`src/rtl/run_light_ctrl_if.sv`:
```
// Button inputs and step outputs shared by the run-light controller and its consumer.
// master = controller side, slave = shifter/stimulus side.
interface run_light_ctrl_if #(
   parameter int NUM_SPEEDS = 4
);
   localparam int SPW = $clog2(NUM_SPEEDS);

   logic           btn_mode;
   logic           btn_dir;
   logic           pulse;
   logic           dir;
   logic           running;
   logic [SPW-1:0] speed;

   modport master (
      input  btn_mode, btn_dir,
      output pulse, dir, running, speed
   );

   modport slave (
      output btn_mode, btn_dir,
      input  pulse, dir, running, speed
   );
endinterface

```
`src/rtl/run_light_ctrl.sv`:
```
// Run-light sequencer: debounced mode/dir buttons, STOP/RUN FSM, step prescaler and dir control.
// A raw button rise takes effect DEBOUNCE_CYC+3 cycles later; all outputs registered, no backpressure.
// Optional RUN_LIGHT_BOUNCE_EN: automatic direction reversal every 8 steps.
module run_light_ctrl #(
   parameter int DEBOUNCE_CYC = 1000000,
   parameter int BASE_DIV     = 25000000,
   parameter int NUM_SPEEDS   = 4
) (
   input logic              clk,
   input logic              rst,
   run_light_ctrl_if.master bus
);
   localparam int SPW = $clog2(NUM_SPEEDS);
   localparam int DBW = $clog2(DEBOUNCE_CYC);
   localparam int CW  = $clog2(BASE_DIV);

   typedef enum logic [0:0] {
      STOP = 1'b0,
      RUN  = 1'b1
   } state_t;

   // Bit 0 = mode button, bit 1 = dir button.
   logic [1:0]     raw;
   logic [1:0]     sync1;
   logic [1:0]     sync2;
   logic [1:0]     deb;
   logic [1:0]     deb_q;
   logic [DBW-1:0] db_cnt [2];
   logic           mode_press;
   logic           dir_press;

   assign raw = {bus.btn_dir, bus.btn_mode};

   always_ff @(posedge clk) begin
      if (rst) begin
         sync1 <= '0;
         sync2 <= '0;
         deb   <= '0;
         deb_q <= '0;
         for (int i = 0; i < 2; i++) begin
            db_cnt[i] <= '0;
         end
      end else begin
         sync1 <= raw;
         sync2 <= sync1;
         deb_q <= deb;
         for (int i = 0; i < 2; i++) begin
            if (sync2[i] == deb[i]) begin
               db_cnt[i] <= '0;
            end else if (db_cnt[i] == DBW'(DEBOUNCE_CYC - 1)) begin
               deb[i]    <= sync2[i];
               db_cnt[i] <= '0;
            end else begin
               db_cnt[i] <= db_cnt[i] + 1'b1;
            end
         end
      end
   end

   assign mode_press = deb[0] & ~deb_q[0];
   assign dir_press  = deb[1] & ~deb_q[1];

   state_t         state_q, state_d;
   logic [SPW-1:0] speed_q, speed_d;
   logic [CW-1:0]  cnt_q, cnt_d;
   logic [CW-1:0]  period_m1;
   logic           pulse_q, pulse_d;
   logic           dir_q, dir_d;
   logic           pend_q, pend_d;
   logic           running_q;
   logic           flip;
   logic           auto_flip;
`ifdef RUN_LIGHT_BOUNCE_EN
   logic [2:0]     step_q, step_d;
`endif

   assign period_m1 = CW'((BASE_DIV >> speed_q) - 1);

   always_ff @(posedge clk) begin
      if (rst) begin
         state_q   <= STOP;
         speed_q   <= '0;
         cnt_q     <= '0;
         pulse_q   <= 1'b0;
         dir_q     <= 1'b1;
         pend_q    <= 1'b0;
         running_q <= 1'b0;
`ifdef RUN_LIGHT_BOUNCE_EN
         step_q    <= '0;
`endif
      end else begin
         state_q   <= state_d;
         speed_q   <= speed_d;
         cnt_q     <= cnt_d;
         pulse_q   <= pulse_d;
         dir_q     <= dir_d;
         pend_q    <= pend_d;
         running_q <= (state_d == RUN);
`ifdef RUN_LIGHT_BOUNCE_EN
         step_q    <= step_d;
`endif
      end
   end

   always_comb begin
      state_d   = state_q;
      speed_d   = speed_q;
      cnt_d     = cnt_q;
      pulse_d   = 1'b0;
      pend_d    = pend_q;
      flip      = 1'b0;
      auto_flip = 1'b0;
`ifdef RUN_LIGHT_BOUNCE_EN
      step_d    = step_q;
`endif
      case (state_q)
         STOP: begin
            cnt_d = '0;
            flip  = dir_press;
            if (mode_press) begin
               state_d = RUN;
               speed_d = '0;
            end
         end
         RUN: begin
            if (mode_press) begin
               // Speed change beats a coinciding terminal count; dir request survives.
               cnt_d = '0;
               if (speed_q == SPW'(NUM_SPEEDS - 1)) begin
                  state_d = STOP;
                  speed_d = '0;
                  flip    = pend_q ^ dir_press;
                  pend_d  = 1'b0;
               end else begin
                  speed_d = speed_q + 1'b1;
                  pend_d  = pend_q ^ dir_press;
               end
            end else if (cnt_q == period_m1) begin
               cnt_d   = '0;
               pulse_d = 1'b1;
               flip    = pend_q ^ dir_press;
               pend_d  = 1'b0;
`ifdef RUN_LIGHT_BOUNCE_EN
               if (step_q == 3'd7) begin
                  auto_flip = 1'b1;
                  step_d    = '0;
               end else begin
                  step_d = step_q + 1'b1;
               end
`endif
            end else begin
               cnt_d  = cnt_q + 1'b1;
               pend_d = pend_q ^ dir_press;
            end
         end
         default: begin
            state_d = STOP;
         end
      endcase
`ifdef RUN_LIGHT_BOUNCE_EN
      if (flip) begin
         step_d = '0;
      end
`endif
      dir_d = dir_q ^ flip ^ auto_flip;
   end

   assign bus.pulse   = pulse_q;
   assign bus.dir     = dir_q;
   assign bus.running = running_q;
   assign bus.speed   = speed_q;
endmodule

```
`src/flat_wrapper.sv`:
```
// flat-port wrapper written by rule: the top's interface ports become plain ports
module run_light_ctrl_flat 
#(
   parameter int DEBOUNCE_CYC = 1000000,
   parameter int BASE_DIV     = 25000000,
   parameter int NUM_SPEEDS   = 4
)
  (clk, rst, bus_btn_mode, bus_btn_dir, bus_pulse, bus_dir, bus_running, bus_speed);
  run_light_ctrl_if #(.NUM_SPEEDS(NUM_SPEEDS)) bus_i ();
  input logic clk;
  input logic rst;
  input wire logic [$bits(bus_i.btn_mode)-1:0] bus_btn_mode;
  input wire logic [$bits(bus_i.btn_dir)-1:0] bus_btn_dir;
  output wire logic [$bits(bus_i.pulse)-1:0] bus_pulse;
  output wire logic [$bits(bus_i.dir)-1:0] bus_dir;
  output wire logic [$bits(bus_i.running)-1:0] bus_running;
  output wire logic [$bits(bus_i.speed)-1:0] bus_speed;
  assign bus_i.btn_mode = bus_btn_mode;
  assign bus_i.btn_dir = bus_btn_dir;
  assign bus_pulse = bus_i.pulse;
  assign bus_dir = bus_i.dir;
  assign bus_running = bus_i.running;
  assign bus_speed = bus_i.speed;
  run_light_ctrl #(.DEBOUNCE_CYC(DEBOUNCE_CYC), .BASE_DIV(BASE_DIV), .NUM_SPEEDS(NUM_SPEEDS)) u_core (.clk(clk), .rst(rst), .bus(bus_i));
endmodule
```
`config.mk`:
```
export PLATFORM = sky130hd
export DESIGN_NAME = run_light_ctrl_flat
export DESIGN_NICKNAME = d
export VERILOG_FILES = /design/src/rtl/run_light_ctrl_if.sv /design/src/rtl/run_light_ctrl.sv /design/src/flat_wrapper.sv
export SDC_FILE = /design/constraint.sdc
export NUM_CORES = 1
export LEC_CHECK = 0
export ABC_AREA = 1
export BUFFER_PORTS_ARGS = -buffer_cell sky130_fd_sc_hd__buf_2
export CAP_MARGIN = 25
export CORE_MARGIN = 4
export CORE_UTILIZATION = 58
export DETAILED_ROUTE_END_ITERATION = 12
export PLACE_DENSITY = 0.75
export SYNTH_ARGS = -nofsm -noshare
export SYNTH_HDL_FRONTEND = slang
export SYNTH_SLANG_ARGS = --single-unit
```
`constraint.sdc`:
```
create_clock -name clk -period 3.7 [get_ports clk]
set_clock_uncertainty 0.2 [all_clocks]
set_input_delay 0.925 -clock clk [delete_from_list [all_inputs] [get_ports clk]]
set_output_delay 0.925 -clock clk [all_outputs]
set_load 0.02 [all_outputs]
```
Word level (Yosys, flattened, before mapping)
Memories as Yosys holds them, arrays and structs flattened.
Index checks and enable logic that the tools add are counted.

word-level totals
  register bits after elaboration = 39
  latch bits = 0
  bits in writable memories = 40
  bits in read-only memories = 0
  bits of input ports = 4
  output and inout bits = 5
  word-level logic and storage cells = 94
  memories = 1

memory list
  memory         words  bits a word  rd ports  clocked after Yosys merged registers in  write ports  line                  RTL
  u_core.db_cnt  2      20           2         0                                        2            run_light_ctrl.sv:28  logic [DBW-1:0] db_cnt [2];

operators by class
  $add $sub $neg = 5
  multiply operators = 0
  div/mod/pow operators = 0
  $lt $le $gt $ge = 0
  eq/ne operators = 8
  shifts and indexed selects = 1
  muxes and demuxes = 49
  bitwise operators = 15
  reductions and logical operators = 4

operators by type and width
  cell                                                    number
  2-to-1 mux 20 bit                                       6
  2-to-1 mux 25 bit                                       2
  case mux 25 bit (2 select lines)                        1
  adder 20 x 1 -> 20 bit (second input constant)          2
  == test 20 bit (second input constant)                  2
  2-to-1 mux 1 bit                                        34
  adder 25 x 1 -> 25 bit (second input constant)          1
  == test 25 bit                                          1
  >> shifter 25 x 2 -> 25 bit (first input constant)      1
  subtractor 25 x 2 -> 25 bit (second input constant)     1
  2-to-1 mux 2 bit                                        3
  bitwise OR 1 bit                                        6
  AND reduction 2 bit                                     3
  NOT 1 bit                                               5
  inequality test 2 x 1 -> 1 bit (second input constant)  2
  case mux 1 bit (2 select lines)                         2
  case mux 2 bit (2 select lines)                         1
  OR reduction 3 bit                                      1
  adder 2 x 1 -> 2 bit (second input constant)            1
  AND 1 bit                                               2
  == test 1 bit                                           2
  == test 2 bit (second input constant)                   1
  XOR 1 bit                                               2

Depth between registers and ports, before layout
Gate-level depths: netlist of the first run.
An unclocked memory read counts as a cell.

  word-level depth = 8
  depth in mapped cells = 16
  depth with buffers taken out = 16

Worst setup path before layout of the first run
OpenSTA, ideal clock, no wires.

  kind = reg2reg
  from = reg u_core.speed_q[0] (netlist: u_core.bus.speed[0])
  to = reg u_core.cnt_q[15]
  setup time = 114 ps
  arrival = 1997 ps
  setup slack = 1389 ps
  stages on the path, launching flop included = 14
  path buffers = 1
  path through = dfxtp_1 > inv_1 > ha_1 > inv_1 > ha_1 > nand2_1 > nand2_1 > nor2_1 > nand2_1 > nor2_1 > nand3_2 > nand4_4 > buf_4 > nor2_1

on the way
  longest elaborated chain between the ends = 6

RTL lines
  what                              line                   RTL
  from (decl)                       run_light_ctrl.sv:64   logic [SPW-1:0] speed_q, speed_d;
  from (signal assigned)            run_light_ctrl.sv:93   speed_q <= speed_d;
  >> shifter 25 x 2 -> 25 bit       run_light_ctrl.sv:77   assign period_m1 = CW'((BASE_DIV >> speed_q) - 1);
  subtractor 25 x 2 -> 25 bit       run_light_ctrl.sv:77
  == test 25 bit                    run_light_ctrl.sv:138  end else if (cnt_q == period_m1) begin
  2-to-1 mux 25 bit                 run_light_ctrl.sv:138
  2-to-1 mux 25 bit                 run_light_ctrl.sv:126  if (mode_press) begin
  case mux 25 bit (2 select lines)  run_light_ctrl.sv:116  case (state_q)
  to (signal assigned)              run_light_ctrl.sv:94   cnt_q <= cnt_d;
  to (decl)                         run_light_ctrl.sv:65   logic [CW-1:0] cnt_q, cnt_d;

Every way passes these cells.
A chain may end at the register's enable or synchronous reset.

Worst setup path in the final report of the first run
  from = reg u_core.speed_q[0] (netlist: u_core.bus.speed[0])
  to = reg u_core.cnt_q[16]

The elaborated chain is that of the path after synthesis.

==> results.toml, run 1 <==
[outcome]
outcome = "finished clean"

[critical_path]
crit_slowest_cell = "dfxtp_1"
setup.worst_path.start_class = "flip-flop"
crit_path_frequent_cell = "nand2_1"
crit_arrival_ps = 2640
crit-reg2reg-launch = "u_core.bus.speed[0]"
cp_capture_type = "flip-flop"
cp.required_ps = 3750
r2r_end = "u_core.cnt_q[16]"
worstPathMaxFanout = 25
setup.reg_to_reg.worst_slack_ps = 1110
worstPathCellList = "ha_1 > inv_1 > ha_1 > inv_1 > nand2_1 > nand2_1 > nor2_1 > nand2_1 > nor2_1 > nand3_2 > nand4_4 > a211oi_1"
rr_worst_depth = 12
cp_slowest_stage_delay_ps = 500
worstSetupPathType = "flip-flop to flip-flop"

[floorplanning]
die_width_um = 95.83
dieArea_um2 = 9183
pin_count = 9
core_area_um2 = 7370
floorplan.initialDensity_pct = 60.71
placement_rows = 31
dieHeight_um = 95.83

[cts]
cts_buffers = 9
root_buf_cell = "clkbuf_8"
number_of_gates_resized_after_cts = 0
cts_num_sinks = 79
worstSkewPairLatency_ps = 350
cts_tree = "yes"
cts_setup_buffers = 0
worst_setup_hold_path_clk_slew_ps = 90
cts.path.max_buffers = 2
clock_tree.htree_level_count = 3
cts_hold_buffers = 0

[final_layout]
share_of_layout_cells_above_drive_strength_1_pct = 9.776
fillers = 657
final_common_cell = "nand2_1"
finalCoreUtilization_pct = 66.72
area.growth.synth_to_final_pct = 9.899
num-nets-final = 633
n_antenna_cell = 0
final_cell_mix = "nand2_1, nor2_1, inv_1"

[sta]
final_worst_path_period_need_ps = 2590
grt_setup_unrepaired = "no"
slew_viol_final = 0
timing.fmax_mhz = 386.1
timing.hold.ws_ps = 202.4
setup_viol = 0
finalSetupTns_ps = 0
hold_violations = 0
final.period_utilization_pct = 69.99

[logic_synthesis]
syn_inst = 567
ys_dominant_reg_cell = "edfxtp_1"
ys_seq_area_share_pct = 44.30
synth_cell_type_count = 39
netlist_area_um2 = 4474
synth_edf_count = 40
synth-warning-count = 0
avgSynthCellArea_um2 = 7.891
synth.ff_latch_count = 79
postSynth.asyncResetShare_pct = 0

[drt]
detailedRoute.firstIterationViolations = 193
route.vias.total = 3733
drt_pass_1_iters = 5
avgRoutedWirePerCell_um = 12.36
post_drt_via_cell_ratio = 5.163
drc_errors = 0
drt-total-wl_um = 8933
antenna_violating_nets_post_route = 0

[global_route]
grt_antenna_before_repair = 0
grt_pass1_wl_um = 15390
grt_overflow = 0
grt_start_max_net_pins = 26
groute.usage.overall_pct = 21.24
vias_in_the_first_global_route = 3472

[pwr]
totalPowerFinal_w = 0.001589
power.net_switching_w = 0.0003745
seqPwrFrac_pct = 60.4
power_per_cell_area_nw_per_um2 = 323.2
maximum_vdd_ir_drop_v = 0.0002411
combinationalPowerShare_pct = 3.1
share_clk_of_total_power_pct = 36.5
p_int_w = 0.001215
power.switching_fraction_pct = 23.57
static-leakage-power_nw = 1.858

[worst_hold_path]
hold_path.startpoint = "u_core.sync1[1]"
whs_path_depth = 2
worst_hold_path.endpoint = "u_core.sync2[1]"
min-delay-path-class = "flip-flop to flip-flop"

[flow_run]
maxCapViolations = 0

[placement]
placer_s_final_routability_congestion_estimate = 0.8839
dp_hpwl_um = 6670
port_buffer_count = 8
-- cells by family after synthesis --
kind of cell               after synthesis  share of synthesized area (%)
xor gates and xnor gates                16                          3.132
AOI/OAI and AO/OA                       55                          6.963
buffers and inverters                   87                          7.746
DFF                                     79                          44.30
other                                    1                        0.08381
adders and majority gates               10                          2.796
and+or+nand+nor                        319                          34.98
-- per-layer routing --
metal | track usage (%) | wire length (um) | share of wire, % | vias up
met4 | 6.517 | 99 | 1.1 | 0
met1 | 29.26 | 4247 | 48 | 1708
li1 | - | - | - | 1941
met3 | 4.222 | 374 | 4.2 | 11
met2 | 33.76 | 4212 | 47 | 73
met5 | 0 | 0 | 0 | -
-- state kept, by name (all words and copies together) (netlist names), 2 cells and up --
name / cells
u_core.db_cnt: 40
u_core.sync1: 2
u_core.bus.speed: 2
u_core.cnt_q: 25
u_core.deb_q: 2
u_core.sync2: 2
u_core.deb: 2
-- critical path, delay by kind of cell, from the launching register on --
| family | cells | cell delay (ps) |
|---|---|---|
| buffers and inverters | 2 | 140 |
| AO/OA/AOI/OAI | 1 | 310 |
| flip-flops | 1 | 500 |
| adder cells (fa/ha/maj) | 2 | 640 |
| AND/OR/NAND/NOR | 7 | 690 |
-- synth_stat cells, types with 2 or more instances --
cell type | instances | share of area (%)
o21a_1 | 4 | 0.67
inv_2 | 5 | 0.42
nand2_1 | 117 | 9.8
nor3b_1 | 3 | 0.50
xor2_1 | 11 | 2.2
nand2_2 | 5 | 0.70
nor3_2 | 3 | 0.67
or2_2 | 3 | 0.42
a21oi_1 | 32 | 3.6
nand3_1 | 25 | 2.8
edfxtp_1 | 40 | 27
inv_1 | 76 | 6.4
o21ai_0 | 8 | 0.89
nor2_1 | 85 | 7.1
ha_1 | 10 | 2.8
dfxtp_1 | 39 | 17
xnor2_1 | 5 | 0.98
nand4_1 | 18 | 2.5
a31oi_1 | 5 | 0.70
nor4_1 | 8 | 1.1
nand3_2 | 5 | 1.1
nor2_4 | 3 | 0.75
buf_4 | 3 | 0.50
or2_0 | 2 | 0.28
nor3_1 | 28 | 3.1
nor3_4 | 2 | 0.73
a211oi_1 | 4 | 0.67
nor2_2 | 5 | 0.70
nand4_4 | 3 | 1.4
-- worst max-delay path by stage --
stage | start | to | slack [ps] | depth (start not counted)
global placement | rst | u_core.db_cnt[0][4] | 1160 | 6
global route | u_core.bus.speed[0] | u_core.cnt_q[18] | 900 | 13
detailed placement | rst | u_core.db_cnt[0][7] | 1110 | 6
finish | u_core.bus.speed[0] | u_core.cnt_q[16] | 1110 | 12
floorplan | u_core.bus.speed[0] | u_core.cnt_q[15] | 1390 | 13
CTS | u_core.bus.speed[0] | u_core.cnt_q[16] | 1100 | 12
-- layout make-up --
class | count | area [um2] | share of cell area [%]
clock inverter | 5 | 33.78 | 0.6870
tap | 99 | 123.9 | 2.519
multi-input combinational | 440 | 2292 | 46.62
sequential | 79 | 1982 | 40.31
clock buffer | 11 | 141.4 | 2.875
inverter | 81 | 304.0 | 6.183
timing repair buffer | 8 | 40.04 | 0.8142
-- power groups by stage --
stage	logic (W)	clock network, W	registers [W]
floorplan	0.0000412	0	0.000973
global placement	0.0000468	0	0.000979
detailed placement	0.0000479	0	0.000980
CTS	0.0000485	0.000597	0.000960
global route	0.0000589	0.000638	0.000963
finish	0.0000495	0.000580	0.000960
-- per-stage QoR --
stage	instance area [um2]	setup slack, ps	std cells
after global placement	4742	1164	707
final	4917	1110	723
after floorplan	4621	1389	606
after global routing	4917	902.0	723
after CTS	4917	1098	723
after detailed placement	4742	1108	707
Power figures use the tool's default switching activity.
==> run 2: changes to the inputs <==
- clock period: 3.7 -> 2.5 ns (I/O delays scaled with it)
==> run 2 against run 1 <==
Against the previous run: via count up 1.9%; clock power rose by 50%; global-route usage fell by 0.41 points; critical path depth increased by 1; combinational power up 57%; design area rose by 1.2%; largest power group unchanged.
==> results.toml, run 2 (synthesized netlist as in run 1, its figures left out) <==
[cts]
cts_setup_buffers = 0
cts_num_sinks = 79
worst_setup_hold_path_clk_slew_ps = 90
root_buf_cell = "clkbuf_8"
number_of_gates_resized_after_cts = 0
cts_buffers = 9
cts.path.max_buffers = 2
cts_hold_buffers = 0
worstSkewPairLatency_ps = 350
cts_tree = "yes"
clock_tree.htree_level_count = 3

[critical_path]
cp_capture_type = "flip-flop"
worstPathCellList = "inv_2 > ha_1 > inv_1 > ha_1 > inv_1 > nand2_1 > nand2_1 > nor2_1 > nand2_1 > nor2_1 > nand3_2 > nand4_2 > a21oi_1"
cp_num_cells = 13
setup.reg_to_reg.worst_slack_ps = 200
worstPathMaxFanout = 12
setup.worst_path.start_class = "flip-flop"
cp.required_ps = 2570
crit_path_frequent_cell = "nand2_1"
r2r_end = "u_core.cnt_q[8]"
critical_path.endpoint = "u_core.cnt_q[8]"
cp_slowest_stage_delay_ps = 400
crit_buf_inv = 3
crit_path_start = "u_core.bus.speed[0]"
worstSetupPathType = "flip-flop to flip-flop"
timing.critical_path.max_delay_family = "simple AND/OR/NAND/NOR gates"
crit-reg2reg-launch = "u_core.bus.speed[0]"
crit_arrival_ps = 2370
crit_slowest_cell = "dfxtp_1"
rr_worst_depth = 13

[pwr]
static-leakage-power_nw = 1.876
totalPowerFinal_w = 0.002370
power_per_cell_area_nw_per_um2 = 476.1
maximum_vdd_ir_drop_v = 0.0002987

[placement]
port_buffer_count = 8
place_ws_ps = 125.7
dp_hpwl_um = 6855
placer_s_final_routability_congestion_estimate = 0.9048
dpl.cell_count = 712

[final_layout]
num-nets-final = 639
final_cell_mix = "nand2_1, nor2_1, inv_1"
final_common_cell = "nand2_1"
biggestRegsByFlops = "u_core.db_cnt: 40 flops, u_core.cnt_q: 25 flops"
fin_cells = 729
n_antenna_cell = 0
largest_register_ffs = 40
registers.top_by_ff_count = "u_core.db_cnt"
fillers = 629
share_of_layout_cells_above_drive_strength_1_pct = 11.11
area.growth.synth_to_final_pct = 11.24

[floorplanning]
floorplan.initialDensity_pct = 60.71
dieHeight_um = 95.83
pin_count = 9
placement_rows = 31
die_width_um = 95.83
dieArea_um2 = 9183
core_area_um2 = 7370

[flow_run]
maxCapViolations = 0

[global_route]
grt_pass1_wl_um = 15240
groute.usage.overall_pct = 20.83
grt_start_max_net_pins = 26
vias_in_the_first_global_route = 3560
grt_antenna_before_repair = 0
grt_overflow = 0

[drt]
antenna_violating_nets_post_route = 0
avgRoutedWirePerCell_um = 12.40
detailedRoute.firstIterationViolations = 222
drt_pass_1_iters = 5
drt-total-wl_um = 9040
route.vias.total = 3803
post_drt_via_cell_ratio = 5.217
drc_errors = 0

[sta]
final.period_utilization_pct = 92.12
setup_viol = 0
slew_viol_final = 0
grt_setup_unrepaired = "yes"
timing.fmax_mhz = 434.2
timing.hold.ws_ps = 219.7
final_critical_path_setup_slack_ps = 197.0
hold_violations = 0
final_worst_path_period_need_ps = 2303

[worst_hold_path]
min-delay-path-class = "flip-flop to flip-flop"

[outcome]
outcome = "finished clean"
==> run 2: worst register-to-register path: stages, from the launching register on <==
cell	delay, ps
dfxtp_1	400
inv_2	80
ha_1	210
inv_1	70
ha_1	240
inv_1	80
nand2_1	50
nand2_1	50
nor2_1	40
nand2_1	50
nor2_1	50
nand3_2	120
nand4_2	340
a21oi_1	240
==> run 2: layout make-up <==
class                           count  area [um2]  area share (%)
Multi-Input combinational cell    441        2310           46.41
Sequential cell                    79        1982           39.82
Inverter                           81       304.0           6.109
Clock buffer                        9       123.9           2.489
Tap cell                           99       123.9           2.489
Timing Repair Buffer               13       77.57           1.559
Clock inverter                      7       56.30           1.131
==> run 2: worst min path at each step <==
stage               startpoint              end  slack [ps]  depth (start not counted)
2_1_floorplan  u_core.sync1[0]  u_core.sync2[0]         190                          2
3_3_place_gp   u_core.sync1[1]  u_core.sync2[1]         200                          2
3_5_place_dp   u_core.sync1[1]  u_core.sync2[1]         200                          2
4_1_cts        u_core.sync1[1]  u_core.sync2[1]         220                          2
5_1_grt        u_core.sync1[1]  u_core.sync2[1]         230                          2
6_report       u_core.sync1[1]  u_core.sync2[1]         220                          2
==> run 2: power breakdown <==
group	switching, W	total, W	leakage [nW]	internal, W
logic	0.0000530	0.0000777	1.07	0.0000247
registers	0.0000309	0.00142	0.728	0.00139
clock network	0.000504	0.000872	0.0785	0.000369
==> run 2: routing by layer <==
| layer | up-vias | wire length (um) | global-route usage [%] |
|---|---|---|---|
| met1 | 1764 | 4245 | 27.55 |
| met4 | 0 | 133 | 6.991 |
| met5 | - | 0 | 0 |
| met2 | 69 | 4303 | 34.80 |
| met3 | 13 | 358 | 3.284 |
| li1 | 1957 | - | - |
==> run 2: metrics by stage <==
stage	TNS, ps	cell area (um2)	utilization [%]
floorplan	0	4621	-
global route	-240.4	4977	67.54
finish	0	4977	67.54
CTS	0	4960	67.30
detailed placement	0	4780	64.86
global placement	0	4780	64.86
==> run 3: changes to the inputs <==
- GPL_ROUTABILITY_DRIVEN: not set -> 0
- GPL_TIMING_DRIVEN: not set -> 0
- RECOVER_POWER: not set -> 50
==> run 3 against run 2 <==
Against the previous run: design area rose by 1.5%; sequential power barely moved; via count rose by 1.1%; maximum frequency fell by 1.5%; non-clock buffer count rose by 4; clock power rose by 18%; largest cell class unchanged; largest power group unchanged.
==> results.toml, run 3 (synthesized netlist as in run 1, its figures left out) <==
[pwr]
p_int_w = 0.001971
power.switching_fraction_pct = 21.84
seqPwrFrac_pct = 56.3
combinationalPowerShare_pct = 3.1
power_per_cell_area_nw_per_um2 = 499.1
power.net_switching_w = 0.0005506
maximum_vdd_ir_drop_v = 0.0002691
share_clk_of_total_power_pct = 40.7
static-leakage-power_nw = 1.912

[final_layout]
final_common_cell = "nand2_1"
n_antenna_cell = 0
final_design_area_no_fill_um2 = 5052
final_cell_mix = "nand2_1, nor2_1, inv_1"
area.growth.synth_to_final_pct = 12.92
share_of_layout_cells_above_drive_strength_1_pct = 11.53
registers.top_by_ff_count = "u_core.db_cnt"
largest_register_ffs = 40
num-nets-final = 642
fin_cells = 732
biggestRegsByFlops = "u_core.db_cnt: 40 flops, u_core.cnt_q: 25 flops"

[worst_hold_path]
worst_hold_path.endpoint = "u_core.sync2[1]"
whs_path_depth = 2
hold_path.startpoint = "u_core.sync1[1]"
min-delay-path-class = "flip-flop to flip-flop"

[sta]
timing.hold.ws_ps = 213.5
timing.fmax_mhz = 427.9
final_worst_path_period_need_ps = 2337
hold_violations = 0
slew_headroom_pct = 64.19
setup_viol = 0
worst_slew_pin_slew_ps = 532.3
slew_viol_final = 0
final.period_utilization_pct = 93.48
finalSetupTns_ps = 0

[floorplanning]
pin_count = 9
die_width_um = 95.83
placement_rows = 31
core_area_um2 = 7370
dieArea_um2 = 9183
dieHeight_um = 95.83
floorplan.initialDensity_pct = 60.71

[critical_path]
crit_slowest_cell = "dfxtp_4"
cp.required_ps = 2510
rr_worst_depth = 13
crit_path_frequent_cell = "nand2_1"
worstPathMaxFanout = 10
r2r_end = "u_core.cnt_q[16]"
setup.reg_to_reg.worst_slack_ps = 160
crit_arrival_ps = 2350
timing.critical_path.max_delay_family = "simple AND/OR/NAND/NOR gates"
crit-reg2reg-launch = "u_core.bus.speed[0]"
worstSetupPathType = "flip-flop to flip-flop"
setup.worst_path.start_class = "flip-flop"
cp_slowest_stage_delay_ps = 420
cp_capture_type = "flip-flop"
crit_buf_inv = 3
worstPathCellList = "clkinvlp_4 > ha_1 > inv_1 > ha_1 > nand2_1 > nand2_1 > nor2_1 > nand2_1 > nor2_1 > nand3_2 > nand4_4 > buf_8 > a211oi_2"

[placement]
dp_hpwl_um = 6801
dpl-instance-area_um2 = 4785
dpl.cell_count = 713
port_buffer_count = 8

[cts]
worst_setup_hold_path_clk_slew_ps = 80
root_buf_cell = "clkbuf_8"
cts_buffers = 9
cts_num_sinks = 79
cts_tree = "yes"
clock_tree.htree_level_count = 3
worstSkewPairLatency_ps = 340
cts.path.max_buffers = 2

[drt]
detailedRoute.firstIterationViolations = 205
drc_errors = 0
antenna_violating_nets_post_route = 0
route.vias.total = 3844
drt-total-wl_um = 9147
post_drt_via_cell_ratio = 5.251
drt_pass_1_iters = 5
avgRoutedWirePerCell_um = 12.50

[global_route]
grt_start_max_net_pins = 14
groute.usage.overall_pct = 21.51
grt_pass1_wl_um = 15350
vias_in_the_first_global_route = 3543
grt_antenna_before_repair = 0
grt_overflow = 0

[flow_run]
maxCapViolations = 0

[outcome]
outcome = "finished clean"
run 3: changes by cell type in the layout (fill, tap and decap cells not counted), moves of 2 or more:
cell,change
clkinv_2,+2
inv_6,-2
bufinv_16,+2
clkbuf_1,+3
dfxtp_1,-2
run 3: worst max-delay path by stage:
| stage | from | endpoint | slack, ps | cells after the start |
|---|---|---|---|---|
| 2_1_floorplan | u_core.bus.speed[0] | u_core.cnt_q[15] | 190 | 13 |
| 3_3_place_gp | u_core.bus.speed[0] | u_core.cnt_q[13] | -100 | 13 |
| 3_5_place_dp | u_core.bus.speed[0] | u_core.cnt_q[13] | -110 | 13 |
| 4_1_cts | u_core.bus.speed[1] | u_core.cnt_q[15] | 20 | 13 |
| 5_1_grt | u_core.bus.speed[0] | u_core.cnt_q[12] | -10 | 14 |
| 6_report | u_core.bus.speed[0] | u_core.cnt_q[16] | 160 | 13 |
run 3: layer usage:
| layer | track usage, % | wire length (um) | vias up |
|---|---|---|---|
| met3 | 4.144 | 481 | 21 |
| met4 | 9.597 | 201 | 0 |
| li1 | - | - | 1956 |
| met2 | 34.97 | 4336 | 107 |
| met5 | 0 | 0 | - |
| met1 | 27.80 | 4128 | 1760 |
run 3: power groups by stage:
stage               combinational (W)  clock (W)  sequential, W
global placement            0.0000734          0        0.00145
floorplan                   0.0000609          0        0.00144
global route                0.0000916    0.00110        0.00142
finish                      0.0000778    0.00103        0.00142
CTS                         0.0000761    0.00105        0.00142
detailed placement          0.0000757          0        0.00145
run 3: worst reg2reg max path: stages (launching register included):
cell and delay (ps):
dfxtp_4 420, clkinvlp_4 110, ha_1 210, inv_1 80, ha_1 270, nand2_1 80
nand2_1 70, nor2_1 100, nand2_1 60, nor2_1 110, nand3_2 130, nand4_4 140
buf_8 170, a211oi_2 40
run 3: layout make-up:
class	count	area, um2
clock buffers	10	127.6
clock inverters	6	85.08
repair buffers	11	61.31
well taps	99	123.9
inverters	81	307.8
plain buffers	6	50.05
fillers	616	2317
multi-input cells	440	2310
flip-flops and latches	79	1987
run 3: per-stage QoR:
stage	setup WS [ps]	total power, W	util [%]
floorplan	188.5	0.001501	-
global placement	-103.4	0.001520	64.92
detailed placement	-105.8	0.001525	64.92
CTS	18.35	0.002543	67.86
global route	-11.64	0.002618	68.56
finish	163.0	0.002521	68.56
run 3: repair_timing:
item / 4_1_cts / 5_1_grt
setup endpoints to repair: 21 / 23
resized for setup: 2 / 7
setup buffers: 0 / 3
hold buffers: 0 / 0
